$ cat config.mk
export PLATFORM = sky130hd
export DESIGN_NAME = key_encoder
export DESIGN_NICKNAME = d
export VERILOG_FILES = /design/src/rtl/key_encoder.sv
export SDC_FILE = /design/constraint.sdc
export NUM_CORES = 1
export LEC_CHECK = 0
export BUFFER_PORTS_ARGS = -buffer_cell sky130_fd_sc_hd__buf_4
export CAP_MARGIN = 20
export CORE_UTILIZATION = 45
export DETAILED_ROUTE_END_ITERATION = 16
export SLEW_MARGIN = 0
export SYNTH_ARGS = -nofsm -noshare
export SYNTH_HDL_FRONTEND = slang
export SYNTH_SLANG_ARGS = --single-unit
$ cat constraint.sdc
create_clock -name clk -period 4.5 [get_ports clk]
set_clock_uncertainty 0.05 [all_clocks]
set_input_delay 0.9 -clock clk [delete_from_list [all_inputs] [get_ports clk]]
set_output_delay 0.9 -clock clk [all_outputs]
set_load 0.005 [all_outputs]
$ cat src/rtl/key_encoder.sv
// rtl/key_encoder.sv - debounced 16-key encoder with single-entry code holding register
// Optional sticky lost-key flag: define KEY_ENCODER_OVERRUN_EN to add the overrun port.
module key_encoder #(
  parameter logic [15:0] DEBOUNCE_CYCLES = 16'd1000
) (
  input  logic        clk,
  input  logic        rst_n,
  input  logic [1:0]  mode,
  input  logic [15:0] key_in,
  input  logic        key_ack,
  output logic [3:0]  key_code,
  output logic        key_valid,
  output logic        key_busy
`ifdef KEY_ENCODER_OVERRUN_EN
  ,
  output logic        overrun
`endif
);

  typedef enum logic [1:0] {
    ST_IDLE      = 2'd0,
    ST_DEB_PRESS = 2'd1,
    ST_WAIT_REL  = 2'd2,
    ST_DEB_REL   = 2'd3
  } state_t;

  localparam logic [15:0] CNT_LAST = DEBOUNCE_CYCLES - 16'd1;

  // Lowest set bit wins when several keys are down at once.
  function automatic logic [3:0] enc(input logic [15:0] v);
    enc = 4'd0;
    for (int i = 15; i >= 0; i--) begin
      if (v[i]) enc = 4'(i);
    end
  endfunction

  logic [15:0] sync1_q, ks_q;
  state_t      state_q, state_d;
  logic [15:0] cnt_q, cnt_d;
  logic [3:0]  cand_q, cand_d;
  logic [3:0]  code_q, code_d;
  logic        valid_q, valid_d;
  logic        busy_q, busy_d;
  logic        accept;
  logic        ack_ok;
  logic        ks_any;
  logic [3:0]  ks_code;

  assign ks_any  = |ks_q;
  assign ks_code = enc(ks_q);
  assign ack_ok  = key_ack && valid_q;

  // Two-flop synchronizer for the asynchronous key lines.
  always_ff @(posedge clk or negedge rst_n) begin
    if (!rst_n) begin
      sync1_q <= 16'h0000;
      ks_q    <= 16'h0000;
    end else begin
      sync1_q <= key_in;
      ks_q    <= sync1_q;
    end
  end

  // Debounce FSM next state; a non-input mode parks everything in IDLE.
  always_comb begin
    state_d = state_q;
    cnt_d   = cnt_q;
    cand_d  = cand_q;
    accept  = 1'b0;
    if (mode != 2'd0) begin
      state_d = ST_IDLE;
      cnt_d   = 16'd0;
    end else begin
      case (state_q)
        ST_IDLE: begin
          if (ks_any) begin
            cand_d  = ks_code;
            cnt_d   = 16'd0;
            state_d = ST_DEB_PRESS;
          end
        end
        ST_DEB_PRESS: begin
          if (!ks_any || (ks_code != cand_q)) begin
            state_d = ST_IDLE;
          end else if (cnt_q == CNT_LAST) begin
            accept  = 1'b1;
            state_d = ST_WAIT_REL;
          end else begin
            cnt_d = cnt_q + 16'd1;
          end
        end
        ST_WAIT_REL: begin
          if (!ks_any) begin
            cnt_d   = 16'd0;
            state_d = ST_DEB_REL;
          end
        end
        ST_DEB_REL: begin
          if (ks_any) begin
            state_d = ST_WAIT_REL;
          end else if (cnt_q == CNT_LAST) begin
            state_d = ST_IDLE;
          end else begin
            cnt_d = cnt_q + 16'd1;
          end
        end
        default: state_d = ST_IDLE;
      endcase
    end
    busy_d = (state_d != ST_IDLE);
  end

  // Holding register: a pending code is never overwritten unless acked on the same edge.
  always_comb begin
    code_d  = code_q;
    valid_d = valid_q;
    if (mode != 2'd0) begin
      valid_d = 1'b0;
    end else if (accept) begin
      if (!valid_q || key_ack) begin
        code_d  = cand_q;
        valid_d = 1'b1;
      end
    end else if (ack_ok) begin
      valid_d = 1'b0;
    end
  end

  // Register FSM state, counter, candidate and all outputs.
  always_ff @(posedge clk or negedge rst_n) begin
    if (!rst_n) begin
      state_q <= ST_IDLE;
      cnt_q   <= 16'd0;
      cand_q  <= 4'h0;
      code_q  <= 4'h0;
      valid_q <= 1'b0;
      busy_q  <= 1'b0;
    end else begin
      state_q <= state_d;
      cnt_q   <= cnt_d;
      cand_q  <= cand_d;
      code_q  <= code_d;
      valid_q <= valid_d;
      busy_q  <= busy_d;
    end
  end

  assign key_code  = code_q;
  assign key_valid = valid_q;
  assign key_busy  = busy_q;

`ifdef KEY_ENCODER_OVERRUN_EN
  logic ovr_q, ovr_d;
  logic drop;

  assign drop = accept && valid_q && !key_ack;

  // Sticky lost-key flag, cleared only when the consumer takes the pending code.
  always_comb begin
    ovr_d = ovr_q;
    if (drop)   ovr_d = 1'b1;
    if (ack_ok) ovr_d = 1'b0;
  end

  // Overrun flag register.
  always_ff @(posedge clk or negedge rst_n) begin
    if (!rst_n) ovr_q <= 1'b0;
    else        ovr_q <= ovr_d;
  end

  assign overrun = ovr_q;
`endif

endmodule

# Word-level counts from Yosys, hierarchy flattened
# Cells that the tools add are included.
[totals]
out_inout_bits = 6
regBits = 60
word_cells = 73
[op_classes]
reduce_logical = 14
add_sub_neg = 1
n_mux = 39
eq_ne = 10
bitwise = 1
[op_table]
columns = ["cell", "count"]
rows = [
  ["2-to-1 mux 16 bit", 6],
  ["2-to-1 mux 4 bit", 16],
  ["case mux 16 bit (4 select lines)", 1],
  ["adder 16 x 1 -> 16 bit, second input constant", 1],
  ["== test 16 x 10 -> 1 bit, second input constant", 1],
  ["OR reduction 16 bit", 1],
  ["2-to-1 mux 2 bit", 7],
  ["!= test 3 bit, second input constant", 4],
  ["2-to-1 mux 1 bit", 8],
  ["case mux 2 bit (4 select lines)", 1],
  ["AND reduction 3 bit", 2],
  ["== test 2 bit, second input constant", 2],
  ["!= test 4 bit", 1],
  ["AND reduction 4 bit", 1],
  ["nonzero test 2 bit", 2],
  ["!= test 3 x 1 -> 1 bit, second input constant", 1],
  ["nonzero test 3 bit", 1],
  ["== test 2 x 1 -> 1 bit, second input constant", 1],
  ["logical NOT 1 bit", 2],
  ["logical NOT 2 bit", 1],
  ["logical OR 1 bit", 2],
  ["AND reduction 2 bit", 1],
  ["logical AND 1 bit", 1],
  ["NOT 1 bit", 1],
]

# Logic depth before layout (Yosys ltp)
[logic_depth]
ltp_word = 23
depth_mapped = 8
depth_no_buf = 8

# Worst setup path after synthesis
# No wires, ideal clock.
[synth_timing]
kind = "reg2reg"
from = "register ks_q[7]"
to = "register cnt_q[6]"
period_less_slack_ns = 2.607
stages_incl_launch_ff = 8
path_slack_ns = 1.893
required_time_ns = 4.340
setup_ns = 0.110
t_arrival_ns = 2.447
path_cell_list = "dfrtp_1 -> nor4_1 -> and4_1 -> mux2i_1 -> inv_1 -> a211oi_1 -> o21ai_0 -> o41ai_1"
[synth_between]
elab_chain_len = 12
elab_cells_between_ends = 17
[synth_rtl]
columns = ["element", "line_no", "rtl"]
rows = [
  ["start, declared", "37", "logic [15:0] sync1_q, ks_q;"],
  ["start signal, assigned", "60", "ks_q <= sync1_q;"],
  ["2-to-1 mux 4 bit (8 in series)", "33", "if (v[i]) enc = 4'(i);"],
  ["!= test 4 bit", "83", "if (!ks_any || (ks_code != cand_q)) begin"],
  ["logical OR 1 bit", "83", ""],
  ["!= test 3 bit (no line)", "n/a", ""],
  ["AND reduction 4 bit (no line) (*)", "n/a", ""],
  ["end signal, assigned", "140", "cnt_q <= cnt_d;"],
  ["end, declared", "39", "logic [15:0] cnt_q, cnt_d;"],
]
# Every way passes the cells marked *; elsewhere a longest branch is shown, timed or not.
# A chain may end at the register's enable or synchronous reset.

# Worst setup path in the final report
[layout_timing]
from = "register ks_q[5]"
to = "register cnt_q[9]"
[layout_between]
elab_chain_len = 10
elab_cells_between_ends = 15
[layout_rtl]
columns = ["element", "line_no"]
rows = [
  ["2-to-1 mux 4 bit (6 in series)", "33"],
  ["!= test 4 bit", "83"],
  ["logical OR 1 bit", "83"],
  ["!= test 3 bit (no line)", "n/a"],
  ["AND reduction 4 bit (no line) (*)", "n/a"],
]
# Marks and branches as above.

==> impl_metrics.ini <==
[outcome]
outcome = finished, final reports clean

[hold_path]
hold_class = reg2reg

[pwr]
p_int_w = 0.000924
leakage_nw = 1.32
swShare = 0.225
vdd_ir_drop_max_uv = 326
p_comb_frac = 0.071
pwr-share-seq = 0.488
p_sw_w = 0.000269
p_per_area_nw_per_um2 = 377
power.share.clock = 0.441

[timing]
fin_crit_ns = 3.60
fmax_mhz = 278
finalSetupTns_ns = 0
final.setup.worst_slack_ns = 0.900
rsz0062_at_grt = no
tightest_slew_ns = 0.952
fin_crit_sh = 0.800
timing.final.hold_violations = 0
maxSlewViolCount = 0
setup_violations = 0
maxSlewHeadroom = 0.359

[yosys]
synth_edf_count = 0
synthMuxAreaShare = 0.0283
syn_area_per_cell_um2 = 10.7
synth_seq_cells = 60
synthArstFlopShare = 1.00
synth_compound_area_frac = 0.179
synth_fa_ha_area_frac = 0.00464
synth-main-ff-cell = dfrtp_1
yosysSeqAreaShare = 0.557
ys_types = 52
synth-xor-area-share = 0
synth_simple_gate_area_frac = 0.201
synthesis.area_um2 = 2690
synth_cells = 252
ys_warn_count = 0
synth_top_family_by_area = simple AND/OR/NAND/NOR gates
syn_nets = 274

[grt]
overflow = 0
grt_pass1_wl_um = 9090
antenna_found_initial = 0
grt_max_degree = 61
grt_pass1_vias = 1908
track_usage = 0.194

[detailed_routing]
ant_nets = 0
drt-vias-per-instance = 5.68
drt_iter0_drc = 158
dr.pass1.iters = 5
dr_total_vias = 2040
routedWlPerCell_um = 15.1
drc = 0
wl_um = 5410

[job]
maxCapViolCount = 0

[critical_path]
r2r-start = ks_q[5]
cpLargestDelayFamily = simple AND/OR/NAND/NOR gates
cp_slowest_cell = a211oi_1
cp_num_cells = 7
end_kind = flop
critPathMaxFanout = 10
worst-path-buf-inv = 1
rr_endpoint = cnt_q[9]
arrival_ns = 3.77
worstSetupPathType = reg2reg
endpoint = cnt_q[9]
max_stage_delay_ns = 0.74
crit_path_start = ks_q[5]
critPathRequiredTime_ns = 4.67
critPathLaunchType = flop
ff2ff_path_depth = 7
worst-r2r-setup-slack_ns = 0.90
path_cells = nor4_1 > and4_1 > mux2i_1 > inv_1 > a211oi_1 > o21ai_0 > o41ai_1

[cts]
cts_hold_buf = 0
post_cts_buffers = 0
cts-resized-gates = 0
clkTransAtPathRegs_ns = 0.07
htree_levels = 3
cts_made_buffers = 9
clk_path_buf_depth = 2
cts_sinks = 60
clk-insertion-delay-late_ns = 0.33
cts_tree = built
root_buffer = clkbuf_8

[floorplan]
row_count = 27
start_util = 0.477
io_pins = 27
core_area_um2 = 5640
die-area_um2 = 6300
die-width_um = 79.4
dieHeight_um = 79.4

[placed_design]
port_buffers = 26
hpwlAfterDp_um = 3720
gp_congestion = 0.819
post-place-ws_ns = 1.02

[cells_and_area]
final_nets = 304
diodes = 0
area_growth_pct = 17.5
drive_above_1_share = 0.195
## sequential cells by signal, indices dropped and copies added, names as in the netlist
register / flops
cnt_q: 16
key_busy: 1
state_q: 2
key_valid: 1
ks_q: 16
key_code: 4
sync1_q: 16
cand_q: 4
## placed cells by master, fill, tap and decap left out, types with 2 or more instances in the layout
cell type / instances
dfrtp_1: 60
buf_4: 27
nand2_1: 24
nor2_1: 21
o21ai_0: 14
inv_1: 11
a21oi_1: 10
clkbuf_8: 10
nand3_1: 8
nor4_1: 7
nand2b_1: 6
or3_1: 5
nor3_1: 5
mux2_2: 5
o31ai_1: 5
nor2b_1: 4
a31oi_1: 4
and3_1: 4
o41ai_1: 4
and4_1: 3
o22ai_1: 3
nor4b_1: 3
nand4_1: 3
or2_2: 2
mux2i_1: 2
o31a_1: 2
o41a_1: 2
and4b_1: 2
a32o_1: 2
a221oi_1: 2
clkbuf_1: 2
bufinv_16: 2
## stage by stage
step / power (W) / utilization / hold WS (ns) / cell area (µm²) / instances
after floorplan: 0.000636 / - / 0.281 / 2690 / 252
after global placement: 0.000676 / 0.523 / 0.282 / 2950 / 343
after detailed placement: 0.000676 / 0.523 / 0.285 / 2950 / 343
after CTS: 0.00121 / 0.561 / 0.299 / 3170 / 359
after global routing: 0.00124 / 0.561 / 0.306 / 3170 / 359
final: 0.00119 / 0.561 / 0.293 / 3170 / 359
## layer usage
layer | share of wire | vias up | wire length [µm] | GRT usage
li1 | - | 998 | - | -
met1 | 0.52 | 964 | 2840 | 0.283
met2 | 0.39 | 68 | 2130 | 0.253
met3 | 0.060 | 10 | 323 | 0.0537
met4 | 0.022 | 0 | 119 | 0.116
met5 | 0 | - | 0 | 0
## synth_stat cells, types with 2 or more instances
cell type,count,area [µm²]
a221oi_1,2,17.5
nor4_1,7,43.8
a31oi_1,4,25.0
o22ai_1,3,18.8
o41a_1,2,22.5
nand4_1,3,18.8
nor2_1,21,78.8
mux2i_1,2,20.0
clkbuf_1,6,22.5
nand3_1,8,40.0
o31ai_1,5,37.5
nand2b_1,6,37.5
and4b_1,2,20.0
o31a_1,2,17.5
a21oi_1,10,50.1
nor4b_1,3,26.3
and4_1,3,26.3
a32o_1,2,20.0
and3_1,4,25.0
nor3_1,5,25.0
inv_1,11,41.3
o41ai_1,4,35.0
nand2_1,24,90.1
or3_1,5,31.3
mux2_2,5,56.3
dfrtp_1,60,1500
o21ai_0,14,70.1
nor2b_1,4,25.0
or2_2,2,12.5
## logic make-up (layout without fill, tap and decap cells)
family / count (synthesis) / in the layout
mux: 7 / 7
fa+ha+maj: 1 / 1
buf+inv: 19 / 54
compound gates: 64 / 64
simple gates: 101 / 101
flops: 60 / 60
## area by class of cell
type,instances,area [µm²]
flip-flops and latches,60,1500
clock inverters,4,72.6
fillers,511,2480
clock buffers,12,145
multi-input cells,173,1110
well taps,72,90.1
inverters,11,41.3
repair buffers,27,203
## how the worst min path moves through the flow
| stage | slack [ns] | from | cells past startpoint | end |
|---|---|---|---|---|
| finish | 0.29 | sync1_q[0] | 0 | ks_q[0] |
| global route | 0.31 | sync1_q[3] | 0 | ks_q[3] |
| CTS | 0.30 | sync1_q[0] | 0 | ks_q[0] |
| detailed placement | 0.28 | sync1_q[12] | 0 | ks_q[12] |
| global placement | 0.28 | sync1_q[11] | 0 | ks_q[11] |
| floorplan | 0.28 | sync1_q[0] | 0 | ks_q[0] |
## worst reg2reg max path, stage by stage (launching register included)
cell	delay (ns)
dfrtp_1	0.44
nor4_1	0.73
and4_1	0.40
mux2i_1	0.66
inv_1	0.13
a211oi_1	0.74
o21ai_0	0.23
o41ai_1	0.11
## power by group through the flow
| stage | Sequential, W | Combinational (W) | Clock (W) |
|---|---|---|---|
| after global routing | 0.000585 | 0.0000944 | 0.000561 |
| after CTS | 0.000582 | 0.0000852 | 0.000540 |
| final | 0.000582 | 0.0000842 | 0.000527 |
| after global placement | 0.000592 | 0.0000845 | 0 |
| after detailed placement | 0.000592 | 0.0000847 | 0 |
| after floorplan | 0.000585 | 0.0000519 | 0 |
Note: power is estimated with default switching activity, not from simulation.
